**config.mk**
```make
export PLATFORM = sky130hd
export DESIGN_NAME = ft601_device_responder
export DESIGN_NICKNAME = d
export VERILOG_FILES = /design/src/rtl/ft601_resp_pkg.sv /design/src/rtl/ft601_device_responder_fifo.sv /design/src/rtl/ft601_device_responder.sv
export SDC_FILE = /design/constraint.sdc
export NUM_CORES = 1
export LEC_CHECK = 0
export CAP_MARGIN = 10
export CORE_MARGIN = 5
export CORE_UTILIZATION = 35
export CTS_BUF_LIST = sky130_fd_sc_hd__clkbuf_4 sky130_fd_sc_hd__clkbuf_8
export CTS_CLUSTER_DIAMETER = 40
export CTS_CLUSTER_SIZE = 25
export DETAILED_ROUTE_END_ITERATION = 10
export GPL_TIMING_DRIVEN = 0
export PLACE_DENSITY = 0.59
export SETUP_SLACK_MARGIN = 0.4
export SYNTH_ARGS = -nofsm -noshare
export SYNTH_HDL_FRONTEND = slang
export SYNTH_HIERARCHICAL = 1
export SYNTH_SLANG_ARGS = --single-unit
```
**constraint.sdc**
```tcl
create_clock -name clk -period 4.25 [get_ports clk]
set_input_delay 0.425 -clock clk [delete_from_list [all_inputs] [get_ports clk]]
set_output_delay 0.425 -clock clk [all_outputs]
set_load 0.02 [all_outputs]
```
**src/rtl/ft601_resp_pkg.sv**
```systemverilog
// FT601 device responder: shared types and constants.
// Bus FSM states, sticky error bit positions, byte-enable constant.
package ft601_resp_pkg;

  typedef enum logic [1:0] {
    IDLE    = 2'd0,
    RD_TURN = 2'd1,
    RD      = 2'd2,
    WR      = 2'd3
  } resp_state_e;

  localparam int ERR_UNDERRUN = 0;
  localparam int ERR_OVERFLOW = 1;
  localparam int ERR_RD_NO_OE = 2;
  localparam int ERR_WR_IN_RD = 3;

  localparam logic [3:0] BE_ALL = 4'hF;

endpackage

```
**src/rtl/ft601_device_responder_fifo.sv**
```systemverilog
// First-word-fall-through synchronous FIFO.
// Exposes current and next-edge occupancy for registered flags.
module resp_sync_fifo #(
  parameter int WIDTH = 32,
  parameter int DEPTH = 16
) (
  input  logic                     clk,
  input  logic                     rst_n,
  input  logic                     push_i,
  input  logic [WIDTH-1:0]         din_i,
  input  logic                     pop_i,
  output logic [WIDTH-1:0]         dout_o,
  output logic [$clog2(DEPTH):0]   count_o,
  output logic [$clog2(DEPTH):0]   next_count_o
);

  localparam int AW = $clog2(DEPTH);
  localparam int CW = AW + 1;
  localparam logic [CW-1:0] FULL = CW'(DEPTH);

  logic [WIDTH-1:0] mem_q [DEPTH];
  logic [AW-1:0]    wptr_q, wptr_d;
  logic [AW-1:0]    rptr_q, rptr_d;
  logic [CW-1:0]    count_q, count_d;
  logic             wr_en, rd_en;

  // A push at full is accepted only when a pop frees the slot.
  assign rd_en = pop_i && (count_q != '0);
  assign wr_en = push_i && ((count_q != FULL) || rd_en);

  assign wptr_d  = wr_en ? wptr_q + AW'(1) : wptr_q;
  assign rptr_d  = rd_en ? rptr_q + AW'(1) : rptr_q;
  assign count_d = count_q + CW'(wr_en) - CW'(rd_en);

  always_ff @(posedge clk or negedge rst_n) begin
    if (!rst_n) begin
      wptr_q  <= '0;
      rptr_q  <= '0;
      count_q <= '0;
    end else begin
      wptr_q  <= wptr_d;
      rptr_q  <= rptr_d;
      count_q <= count_d;
    end
  end

  always_ff @(posedge clk) begin
    if (wr_en) mem_q[wptr_q] <= din_i;
  end

  assign dout_o       = mem_q[rptr_q];
  assign count_o      = count_q;
  assign next_count_o = count_d;

endmodule

```
**src/rtl/ft601_device_responder.sv**
```systemverilog
// Device-side FT601/FT245 sync FIFO bus model.
// RX FIFO feeds master reads, TX FIFO collects master writes.
module ft601_device_responder
  import ft601_resp_pkg::*;
#(
  parameter int RX_DEPTH = 16,
  parameter int TX_DEPTH = 16
) (
  input  logic        clk,
  input  logic        rst_n,
  output logic        ft_rxf_n,
  output logic        ft_txe_n,
  input  logic        ft_oe_n,
  input  logic        ft_rd_n,
  input  logic        ft_wr_n,
  input  logic [31:0] ft_data_i,
  input  logic [3:0]  ft_be_i,
  output logic [31:0] ft_data_o,
  output logic [3:0]  ft_be_o,
  output logic        ft_data_oe,
  input  logic [31:0] h_din,
  input  logic        h_din_valid,
  output logic        h_din_ready,
  output logic [31:0] h_dout,
  output logic [3:0]  h_dout_be,
  output logic        h_dout_valid,
  input  logic        h_dout_ready,
  output logic [3:0]  err_flags
);

  localparam int RCW = $clog2(RX_DEPTH) + 1;
  localparam int TCW = $clog2(TX_DEPTH) + 1;
  localparam logic [RCW-1:0] RX_FULL = RCW'(RX_DEPTH);
  localparam logic [TCW-1:0] TX_FULL = TCW'(TX_DEPTH);

  resp_state_e state_q, state_d;
  logic [3:0]  err_q, err_d;
  logic        init_q;
  logic        rxf_n_q, txe_n_q;

  logic [31:0]    rx_dout;
  logic [RCW-1:0] rx_count, rx_next_count;
  logic [35:0]    tx_dout;
  logic [TCW-1:0] tx_count, tx_next_count;

  logic rx_empty, rx_full, tx_empty, tx_full;
  logic rx_push, rx_pop, tx_push, tx_pop;
  logic in_read, wr_req;

  assign rx_empty = (rx_count == '0);
  assign rx_full  = (rx_count == RX_FULL);
  assign tx_empty = (tx_count == '0);
  assign tx_full  = (tx_count == TX_FULL);

  assign in_read = (state_q == RD_TURN) || (state_q == RD);
  assign wr_req  = !ft_wr_n && ((state_q == IDLE) || (state_q == WR));

  assign rx_push = h_din_valid && h_din_ready;
  assign rx_pop  = (state_q == RD) && !ft_oe_n && !ft_rd_n && !rx_empty;
  assign tx_pop  = h_dout_ready && !tx_empty;
  assign tx_push = wr_req && (!tx_full || tx_pop);

  always_comb begin
    state_d = state_q;
    unique case (state_q)
      IDLE: begin
        if (!ft_oe_n)      state_d = RD_TURN;
        else if (!ft_wr_n) state_d = WR;
      end
      RD_TURN: state_d = ft_oe_n ? IDLE : RD;
      RD:      if (ft_oe_n) state_d = IDLE;
      WR:      if (ft_wr_n) state_d = IDLE;
      default: state_d = IDLE;
    endcase
  end

  always_comb begin
    err_d = err_q;
    if ((state_q == RD) && !ft_oe_n && !ft_rd_n && rx_empty)
      err_d[ERR_UNDERRUN] = 1'b1;
    if (wr_req && tx_full && !tx_pop)
      err_d[ERR_OVERFLOW] = 1'b1;
    if (!ft_rd_n && ft_oe_n)
      err_d[ERR_RD_NO_OE] = 1'b1;
    if ((!ft_wr_n && in_read) || ((state_q == WR) && !ft_oe_n))
      err_d[ERR_WR_IN_RD] = 1'b1;
  end

  // Flags come from next-edge occupancy so they never lag a pop/push.
  always_ff @(posedge clk or negedge rst_n) begin
    if (!rst_n) begin
      state_q <= IDLE;
      err_q   <= '0;
      init_q  <= 1'b0;
      rxf_n_q <= 1'b1;
      txe_n_q <= 1'b1;
    end else begin
      state_q <= state_d;
      err_q   <= err_d;
      init_q  <= 1'b1;
      rxf_n_q <= (rx_next_count == '0);
      txe_n_q <= !(init_q && (tx_next_count != TX_FULL));
    end
  end

  resp_sync_fifo #(
    .WIDTH (32),
    .DEPTH (RX_DEPTH)
  ) u_rx_fifo (
    .clk          (clk),
    .rst_n        (rst_n),
    .push_i       (rx_push),
    .din_i        (h_din),
    .pop_i        (rx_pop),
    .dout_o       (rx_dout),
    .count_o      (rx_count),
    .next_count_o (rx_next_count)
  );

  resp_sync_fifo #(
    .WIDTH (36),
    .DEPTH (TX_DEPTH)
  ) u_tx_fifo (
    .clk          (clk),
    .rst_n        (rst_n),
    .push_i       (tx_push),
    .din_i        ({ft_data_i, ft_be_i}),
    .pop_i        (tx_pop),
    .dout_o       (tx_dout),
    .count_o      (tx_count),
    .next_count_o (tx_next_count)
  );

  assign ft_rxf_n     = rxf_n_q;
  assign ft_txe_n     = txe_n_q;
  assign ft_data_oe   = in_read;
  assign ft_data_o    = (in_read && !rx_empty) ? rx_dout : 32'h0;
  assign ft_be_o      = BE_ALL;
  assign err_flags    = err_q;
  assign h_din_ready  = init_q && !rx_full;
  assign h_dout       = tx_dout[35:4];
  assign h_dout_be    = tx_dout[3:0];
  assign h_dout_valid = !tx_empty;

endmodule

```
==> Word level (Yosys, flattened, before mapping) <==
Memory sizes are Yosys's and may differ from the RTL's.
Index checks and enable logic that the tools add are counted.
{ "classes": {"bitwise": 0, "mux": 11, "n_shift": 0, "order_cmp": 0, "n_reduce_logical": 42, "multipliers": 0, "div_mod_pow": 0, "add_sub_neg": 8, "n_eq_ne": 11} }
{ "ops": {"columns": ["op", "count"], "rows": [
  ["two-way mux 32 bit", 1],
  ["logical AND 1 bit", 20],
  ["adder 4 x 1 -> 4 bit (second input constant)", 4],
  ["zero test 5 bit", 3],
  ["!= test 5 bit (second input constant)", 3],
  ["adder 5 x 1 -> 5 bit", 2],
  ["== test 5 bit (second input constant)", 2],
  ["two-way mux 2 bit", 5],
  ["nonzero test 5 bit", 2],
  ["subtractor 5 x 1 -> 5 bit", 2],
  ["zero test 1 bit", 9],
  ["one-hot mux 2 bit (4 select lines)", 1],
  ["logical OR 1 bit", 6],
  ["== test 2 bit (second input constant)", 2],
  ["two-way mux 1 bit", 4],
  ["!= test 2 bit (second input constant)", 2],
  ["!= test 3 bit (second input constant)", 1],
  ["AND reduction 3 bit", 1],
  ["== test 2 x 1 -> 1 bit (second input constant)", 1],
  ["zero test 2 bit", 1]
]} }
{ "word_totals": {"wordCells": 88, "reg_bits": 35, "inputBits": 75, "memories": 2, "mem_bits_ro": 0, "ram_bits": 1088, "latch_bits": 0, "out_inout_bits": 81} }
{ "mem_list": {"columns": ["name", "words", "width", "read_ports", "rd_clocked_by_memory_dff", "wr", "line_no", "source"], "rows": [
  ["u_tx_fifo.mem_q", 16, 36, 1, 0, 1, "ft601_device_responder_fifo.sv:21", "logic [WIDTH-1:0] mem_q [DEPTH];"],
  ["u_rx_fifo.mem_q", 16, 32, 1, 0, 1, "ft601_device_responder_fifo.sv:21", null]
]} }

==> Longest topological paths before layout <==
Gate-level depths: netlist (run 1).
{ "depth": {"word_depth": 11, "depth_mapped": 18, "depth_no_buf": 17} }

==> By module <==
The synthesis (run 1) kept the hierarchy.
{ "modules_own_cells": {"columns": ["module", "n_inst", "area_per_inst_um2", "seq_area_each_um2", "cells_per_inst"], "rows": [
  ["resp_sync_fifo at u_tx_fifo", 1, 22893.2, 17621.9, 1120],
  ["resp_sync_fifo at u_rx_fifo", 1, 20377.0, 15700.1, 1006],
  ["ft601_device_responder", 1, 784.5, 227.7, 96]
]} }

==> Least setup slack after synthesis (run 1) <==
OpenSTA, ideal clock, no wires.
{ "synth_timing": {"path_kind": "register to register", "from": "register state_q[0]", "to": "memory u_tx_fifo.mem_q[0][0] (enable)", "setup_slack_ns": -0.180, "arrival_ns": 3.956, "stages_incl_launch_ff": 8, "t_required_ns": 3.776, "setup_time_ns": 0.474, "path_cell_list": "dfrtp_1 -> inv_1 -> ha_1 -> nor3_1 -> o31a_1 -> buf_2 -> nand2_1 -> nor3_1"} }
{ "synth_via": {"elab_chain_cells": 7, "elab_cells_between_ends": 8, "classes_between": "eq/ne (1); mux (2); reduce/logical (5)"} }
{ "synth_rtl": {"columns": ["item", "line_no", "source"], "rows": [
  ["from (decl)", "ft601_device_responder.sv:36", "resp_state_e state_q, state_d;"],
  ["from (signal assigned)", "ft601_device_responder.sv:98", "state_q <= state_d;"],
  ["== test 2 bit / zero test 2 bit (equally long branches)", "ft601_device_responder.sv:56", "assign wr_req = !ft_wr_n && ((state_q == IDLE) || (state_q == WR));"],
  ["logical OR 1 bit *", "ft601_device_responder.sv:56", null],
  ["logical AND 1 bit *", "ft601_device_responder.sv:56", null],
  ["logical AND 1 bit *", "ft601_device_responder.sv:61", "assign tx_push = wr_req && (!tx_full || tx_pop);"],
  ["named net tx_push", "ft601_device_responder.sv:47", "logic rx_push, rx_pop, tx_push, tx_pop;"],
  ["logical AND 1 bit *", "ft601_device_responder_fifo.sv:29", "assign wr_en = push_i && ((count_q != FULL) || rd_en);"],
  ["two-way mux 1 bit *", "ft601_device_responder_fifo.sv:48", "if (wr_en) mem_q[wptr_q] <= din_i;"],
  ["two-way mux 1 bit (implied by the code) *", "ft601_device_responder_fifo.sv:48", null],
  ["to (decl)", "ft601_device_responder_fifo.sv:21", null]
]} }
Mark *: on every way through the listed nets, which the timed path passes. The rest lies on a longest branch.

==> Final worst setup path (run 1) <==
{ "layout_timing": {"from": "register u_rx_fifo.rptr_q[2]", "to": "output ft_data_o[11]"} }
{ "layout_via": {"elab_chain_cells": 2} }
{ "layout_rtl": {"columns": ["item", "line_no", "source"], "rows": [
  ["from (decl)", "ft601_device_responder_fifo.sv:23", "logic [AW-1:0] rptr_q, rptr_d;"],
  ["from (signal assigned)", "ft601_device_responder_fifo.sv:42", "rptr_q <= rptr_d;"],
  ["memory read (16 x 32 bit)", null, null],
  ["named net rx_dout[11]", "ft601_device_responder.sv:41", "logic [31:0] rx_dout;"],
  ["two-way mux 32 bit", "ft601_device_responder.sv:137", "assign ft_data_o = (in_read && !rx_empty) ? rx_dout : 32'h0;"],
  ["to (decl)", "ft601_device_responder.sv:18", "output logic [31:0] ft_data_o,"]
]} }
The timed path passes the listed nets, and every way through them passes these cells.

==> results of run 1 <==
[critical path, stage by stage, from the launching register on]
cell	delay [ns]
dfrtp_2	0.49
and2_1	0.19
buf_2	0.21
buf_2	0.28
a221oi_2	0.32
o21ai_0	0.11
nand2_1	0.10
and2_1	0.13
clkdlybuf4s50_1	0.64
[cell usage in the layout, fill, tap and decap left out, drive strengths merged, types with 3 or more instances in the layout]
master | Yosys | layout
a21o | 3 | 3
a21oi | 7 | 7
a221oi | 137 | 137
a22oi | 68 | 68
and2 | 37 | 37
buf | 89 | 137
bufinv | 0 | 12
clkbuf | 36 | 190
clkdlybuf4s50 | 0 | 105
clkinv | 1 | 42
clkinvlp | 0 | 22
conb | 1 | 5
dfrtp | 33 | 33
diode | 0 | 8
dlygate4sd2 | 0 | 31
dlymetal6s2s | 0 | 12
edfxtp | 1088 | 1088
ha | 26 | 26
inv | 33 | 68
mux2i | 272 | 272
mux4 | 136 | 136
nand2 | 84 | 84
nand2b | 6 | 6
nor2 | 27 | 27
nor2b | 4 | 4
nor3 | 12 | 12
o21ai | 73 | 73
xnor2 | 14 | 14
xor2 | 6 | 6
[cell families after synthesis]
kind of cell | count (synthesis)
AO/OA/AOI/OAI | 298
XOR/XNOR | 20
adder cells (fa/ha/maj) | 28
buffers and inverters | 159
flip-flops | 1123
multiplexers | 410
other | 1
AND/OR/NAND/NOR | 183
[sequential cells by signal, indices dropped and copies added, names as in the netlist]
| register | cells |
|---|---|
| u_tx_fifo/count_o | 5 |
| ft_rxf_n | 1 |
| err_flags | 4 |
| init_q | 1 |
| u_rx_fifo/mem_q | 512 |
| u_rx_fifo/rptr_q | 4 |
| ft_txe_n | 1 |
| u_tx_fifo/wptr_q | 4 |
| u_rx_fifo/count_o | 5 |
| state_q | 2 |
| u_tx_fifo/mem_q | 576 |
| u_tx_fifo/rptr_q | 4 |
| u_rx_fifo/wptr_q | 4 |
[per-layer routing]
layer	track usage, %	vias up
met5	0	-
met4	5.77	8
met3	3.79	216
met2	29.4	718
met1	19.2	11700
li1	-	9878
[how the worst max path moves through the flow]
| stage | end | cells after the start | startpoint | slack [ns] |
|---|---|---|---|---|
| finish | ft_data_o[11] | 8 | u_rx_fifo/rptr_q[2] | 0.47 |
| CTS | h_dout[9] | 7 | u_tx_fifo/rptr_q[2] | 0.26 |
| floorplan | u_rx_fifo/mem_q[12][0] | 7 | u_rx_fifo/count_o[1] | 0.78 |
| global route | ft_data_o[11] | 8 | u_rx_fifo/rptr_q[2] | 0.28 |
| global placement | u_tx_fifo/mem_q[8][13] | 7 | h_dout_ready | -1.62 |
| detailed placement | ft_data_o[11] | 7 | state_q[0] | 0.32 |
[area by class of cell]
| type | instances | share of cell area, % |
|---|---|---|
| Inverter | 34 | 0.244 |
| Tap cell | 1650 | 3.91 |
| Timing Repair Buffer | 199 | 4.90 |
| Buffer | 125 | 1.73 |
| Sequential cell | 1123 | 63.5 |
| Antenna cell | 8 | 0.0379 |
| Multi-Input combinational cell | 944 | 19.6 |
| Clock inverter | 110 | 2.16 |
| Clock buffer | 153 | 3.89 |
[what timing repair did]
action	CTS	global route
pin swaps	0	2
gates resized for setup	152	56
setup endpoints to repair	68	33
cloned	0	0
hold buffers	1	0
endpoints found under the hold margin	33	0
[per-stage QoR]
stage | worst slack [ns] | utilization [%]
floorplan | 0.775 | -
global placement | -1.62 | 38.0
global route | 0.276 | 42.1
CTS | 0.261 | 41.9
finish | 0.468 | 42.1
detailed placement | 0.322 | 39.1
[power breakdown]
group	switching [mW]	total, mW	internal, mW	leakage, nW
clock network	4.39	8.64	4.24	1.58
logic	7.17	12.0	4.85	5.93
registers	0.271	13.2	13.0	10.2
==> flow_metrics.env, run 1 <==
export IMPL_nFillCells=10900
export IMPL_reg2reg_to="ft_rxf_n"
export IMPL_ir_worst_vdd_mv=0.492
export IMPL_drv_cap=0
export IMPL_dieArea_um2=133000
export IMPL_crit_fanout=10
export IMPL_seq_area_um2=33600
export IMPL_r2r_cells=17
export IMPL_hold_viol=0
export IMPL_synth_compound_area_share_pct=5.37
export IMPL_cts_setup_buffers=0
export IMPL_synth_simple_area_share_pct=2.01
export IMPL_status="complete, no violations"
export IMPL_fmax_mhz=264
export IMPL_synth_area_um2=44100
export IMPL_min_period_ns=3.78
export IMPL_post_synth_cell_area_avg_um2=19.8
export IMPL_crit_path_start_kind="flip-flop"
export IMPL_synth_async_sr_flop_share_pct=3.12
export IMPL_yosys_area_share_adder_pct=0.829
export IMPL_synth_area_leaders="edfxtp_1 (74%), mux4_2 (6.9%), mux2i_1 (6.2%)"
export IMPL_cp_arrival_ns=3.36
export IMPL_core_area_um2=125000
export IMPL_track_usage_pct=16.3
export IMPL_place_area_um2=49000
export IMPL_synthTopCellsByCount="edfxtp_1 (1088), mux2i_1 (272), mux4_2 (134)"
export IMPL_drtIter0Drc=1736
export IMPL_wl_met3_mm=6.41
export IMPL_synth_largest_area_cell="edfxtp_1"
export IMPL_synthToLayoutAreaGrowth_pct=19.9
export IMPL_routed_via_count=22600
export IMPL_antenna_found_initial=20
export IMPL_design_area_um2=52800
export IMPL_total_power_mw=33.9
export IMPL_insertion_delay_ns=0.89
export IMPL_ys_types=51
export IMPL_drt_total_wl_mm=110
export IMPL_finalSetupViolCount=0
export IMPL_reg2reg_from="u_rx_fifo/count_o[2]"
export IMPL_numCtsBuffers=142
export IMPL_die_h_um=365
export IMPL_multi_input_area_um2=10400
export IMPL_top_layer_used="met5"
export IMPL_worstPathRequired_ns=3.83
export IMPL_portBuffers=151
export IMPL_muxShareOfSynthArea_pct=13.2
export IMPL_synth_top_family_by_area="multiplexers"
export IMPL_die_w_um=365
export IMPL_start_util_pct=35.1
export IMPL_synth_top_area_share_pct=74.2
export IMPL_grt_pass1_vias=23700
export IMPL_yosysMostFrequentCell="edfxtp_1"
export IMPL_met2_length_mm=57.8
export IMPL_clk_pin_slew_ns=0.08
export IMPL_crit_type="flip-flop to output port"
export IMPL_drive_above_1_share_pct=25.3
export IMPL_cts_sinks=1123
export IMPL_setup_tns_final_ns=0
export IMPL_grt_overflow=0
export IMPL_fin_crit_sh_pct=89.0
export IMPL_first_pass_iters=5
export IMPL_dp_cells=4074
export IMPL_relSlewSlack_pct=31.9
export IMPL_synth_main_ff_cell="edfxtp_1"
export IMPL_yosys_warnings=6
export IMPL_cts_root_buffer="clkbuf_8"
export IMPL_floorplan_rows=130
export IMPL_reg2reg_slack_ns=0.66
export IMPL_drv_slew=0
export IMPL_leakage_nw=17.7
export IMPL_clock_skew_ns=0.0557
export IMPL_grt_pass1_wl_mm=158
export IMPL_grt_max_degree=36
export IMPL_hpwlAfterDp_mm=71.5
export IMPL_htreeDepth=4
export IMPL_viasPerCell=5.19
export IMPL_rsz0062_at_grt="yes"
export IMPL_hold_class="primary input to asynchronous set/reset pin"
export IMPL_worst_pin_slew_ns=1.02
export IMPL_ant_nets=0
export IMPL_end_kind="output port"
export IMPL_cts_tree="built"
export IMPL_synth_seq_cells=1123
export IMPL_wl_per_cell_um=25.2
export IMPL_postSynthCellCount=2222
export IMPL_yosysSeqAreaShare_pct=76.2
export IMPL_timing_hold_ws_ns=0.245
export IMPL_cellPowerDensity_nw_per_um2=642
export IMPL_synthXorXnorAreaFrac_pct=0.398
export IMPL_ios=156
export IMPL_routabilityCongestion=0.733
export IMPL_wl_met1_mm=42.3
export IMPL_final_cells=4346
export IMPL_nets=2672
export IMPL_drcViolationCount=0
export IMPL_synth_edff_count=1088
export IMPL_clockBufferDepth=3
Note: power is estimated with default switching activity, not from simulation.
==> run 2: changes to the inputs <==
--- a/config.mk
+++ b/config.mk
@@ -13,6 +13,7 @@
 export CTS_CLUSTER_SIZE = 25
 export DETAILED_ROUTE_END_ITERATION = 10
 export GPL_TIMING_DRIVEN = 0
+export MAX_ROUTING_LAYER = met4
 export PLACE_DENSITY = 0.59
 export SETUP_SLACK_MARGIN = 0.4
 export SYNTH_ARGS = -nofsm -noshare
==> run 2 against run 1 <==
  * Global-route usage is 0.49 points higher
  * Final cell count is 0.23% higher
  * Register-to-register slack hardly changed
  * Die area stayed put
  * Clock-buffer cell count stayed put
  * Sequential power hardly changed
  * Worst hold slack worse by 0.0094 ns
  * Combinational power hardly changed
  * Core utilization hardly changed
  * Clock power hardly changed
  * Non-clock buffer count stayed put
  * Critical endpoint unchanged
  * Largest power group unchanged
  * Highest routed layer is now met4
==> flow_metrics.env, run 2 (synthesis results as in run 1) <==
export IMPL_relSlewSlack_pct=34.0
export IMPL_crit_type="flip-flop to output port"
export IMPL_grt_pass1_vias=23700
export IMPL_drive_above_1_share_pct=25.3
export IMPL_synthToLayoutAreaGrowth_pct=20.0
export IMPL_drtIter0Drc=1868
export IMPL_cellPowerDensity_nw_per_um2=641
export IMPL_nFillCells=10900
export IMPL_rsz0062_at_grt="yes"
export IMPL_htreeDepth=4
export IMPL_setup_tns_final_ns=0
export IMPL_cts_sinks=1123
export IMPL_worst_pin_slew_ns=0.987
export IMPL_clock_skew_ns=0.0525
export IMPL_core_area_um2=125000
export IMPL_hold_class="primary input to asynchronous set/reset pin"
export IMPL_grt_pass1_wl_mm=158
export IMPL_die_h_um=365
export IMPL_multi_input_area_um2=10400
export IMPL_track_usage_pct=16.8
export IMPL_drv_slew=0
export IMPL_wl_per_cell_um=25.2
export IMPL_ir_worst_vdd_mv=0.494
export IMPL_nets=2672
export IMPL_min_period_ns=3.77
export IMPL_dieArea_um2=133000
export IMPL_seq_area_um2=33600
export IMPL_portBuffers=151
export IMPL_ios=156
export IMPL_clk_pin_slew_ns=0.08
export IMPL_hold_viol=0
export IMPL_routabilityCongestion=0.742
export IMPL_design_area_um2=52900
export IMPL_leakage_nw=17.7
export IMPL_end_kind="output port"
export IMPL_clockBufferDepth=3
export IMPL_cts_tree="built"
export IMPL_reg2reg_slack_ns=0.65
export IMPL_regMostFlops="u_tx_fifo/mem_q"
export IMPL_hpwlAfterDp_mm=71.5
export IMPL_crit_path_start_kind="flip-flop"
export IMPL_top_regs="u_tx_fifo/mem_q: 576 flops, u_rx_fifo/mem_q: 512 flops"
export IMPL_cp_arrival_ns=3.35
export IMPL_final_common_cell="edfxtp_1"
export IMPL_worstPathRequired_ns=3.83
export IMPL_ant_nets=0
export IMPL_antenna_found_initial=20
export IMPL_drv_cap=0
export IMPL_numCtsBuffers=142
export IMPL_start_util_pct=35.1
export IMPL_drcViolationCount=0
export IMPL_place_area_um2=49000
export IMPL_final_cell_mix="edfxtp_1 (1088), mux2i_1 (272), clkbuf_8 (147)"
export IMPL_routed_via_count=22500
export IMPL_viasPerCell=5.17
export IMPL_crit_fanout=10
export IMPL_first_pass_iters=5
export IMPL_finalSetupViolCount=0
export IMPL_grt_overflow=0
export IMPL_drt_total_wl_mm=110
export IMPL_fin_crit_sh_pct=88.7
export IMPL_die_w_um=365
export IMPL_grt_max_degree=36
export IMPL_floorplan_rows=130
export IMPL_insertion_delay_ns=0.88
export IMPL_fmax_mhz=265
export IMPL_largest_reg_flops=576
export IMPL_cts_setup_buffers=0
export IMPL_cts_root_buffer="clkbuf_8"
export IMPL_status="complete, no violations"
## run 2: changes by cell type in the layout (fill, tap and decap cells not counted)
| cell | change |
|---|---|
| diode_2 | +10 |
## run 2: per-stage QoR
stage               hold WS [ns]  util, %  instances  setup WS, ns  power (mW)
floorplan                  0.129        -       2226         0.775        20.6
global route               0.236     42.1       4355         0.278        35.4
global placement           0.404     38.0       4027         -1.62        24.9
detailed placement         0.410     39.1       4074         0.322        25.5
CTS                        0.141     41.9       4338         0.261        34.2
finish                     0.236     42.2       4356         0.479        33.9
## run 2: critical path, stage by stage (launching register included)
cell and delay [ns]:
dfrtp_2 0.49, and2_1 0.19, buf_2 0.21, buf_2 0.28, a221oi_2 0.33, o21ai_0 0.11, nand2_1 0.10, and2_1 0.13
clkdlybuf4s50_1 0.64
## run 2: worst paths after layout
check | start | to | cells after the start
worst min-delay path | rst_n | err_flags[1] | 2
worst max register to register | u_rx_fifo/count_o[2] | ft_rxf_n | 17
worst min register to register | init_q | ft_txe_n | 1
max in group asynchronous | rst_n | u_rx_fifo/rptr_q[2] | 2
worst max-delay path | u_rx_fifo/rptr_q[2] | ft_data_o[11] | 8
min in group clk | ft_rd_n | err_flags[2] | 3
## run 2: timing repair
action	in CTS	in global routing
hold buffers	1	0
endpoints found under the hold margin	33	0
gates cloned	0	0
setup endpoints to repair	68	33
gates resized for setup	152	56
pin swaps	0	2
## run 2: power by group
part	total [mW]	switching, mW	internal (mW)
Sequential	13.2	0.273	13.0
Clock	8.63	4.38	4.24
Combinational	12.0	7.16	4.85
Total	33.9	11.8	22.1
## run 2: layer usage
| metal | wire length (um) | track usage (%) | part of all wire [%] |
|---|---|---|---|
| met1 | 42300 | 19.2 | 38 |
| met2 | 58000 | 29.4 | 53 |
| met3 | 6450 | 3.72 | 5.9 |
| met4 | 3070 | 5.78 | 2.8 |
| met5 | 0 | - | 0 |
## run 2: final cells by class
cell class	instances	share of cell area (%)
Buffer	125	1.73
Clock inverter	110	2.16
Tap cell	1650	3.91
Timing Repair Buffer	199	4.90
Multi-Input combinational cell	944	19.6
Sequential cell	1123	63.5
Clock buffer	153	3.89
Antenna cell	18	0.0852
Inverter	34	0.244
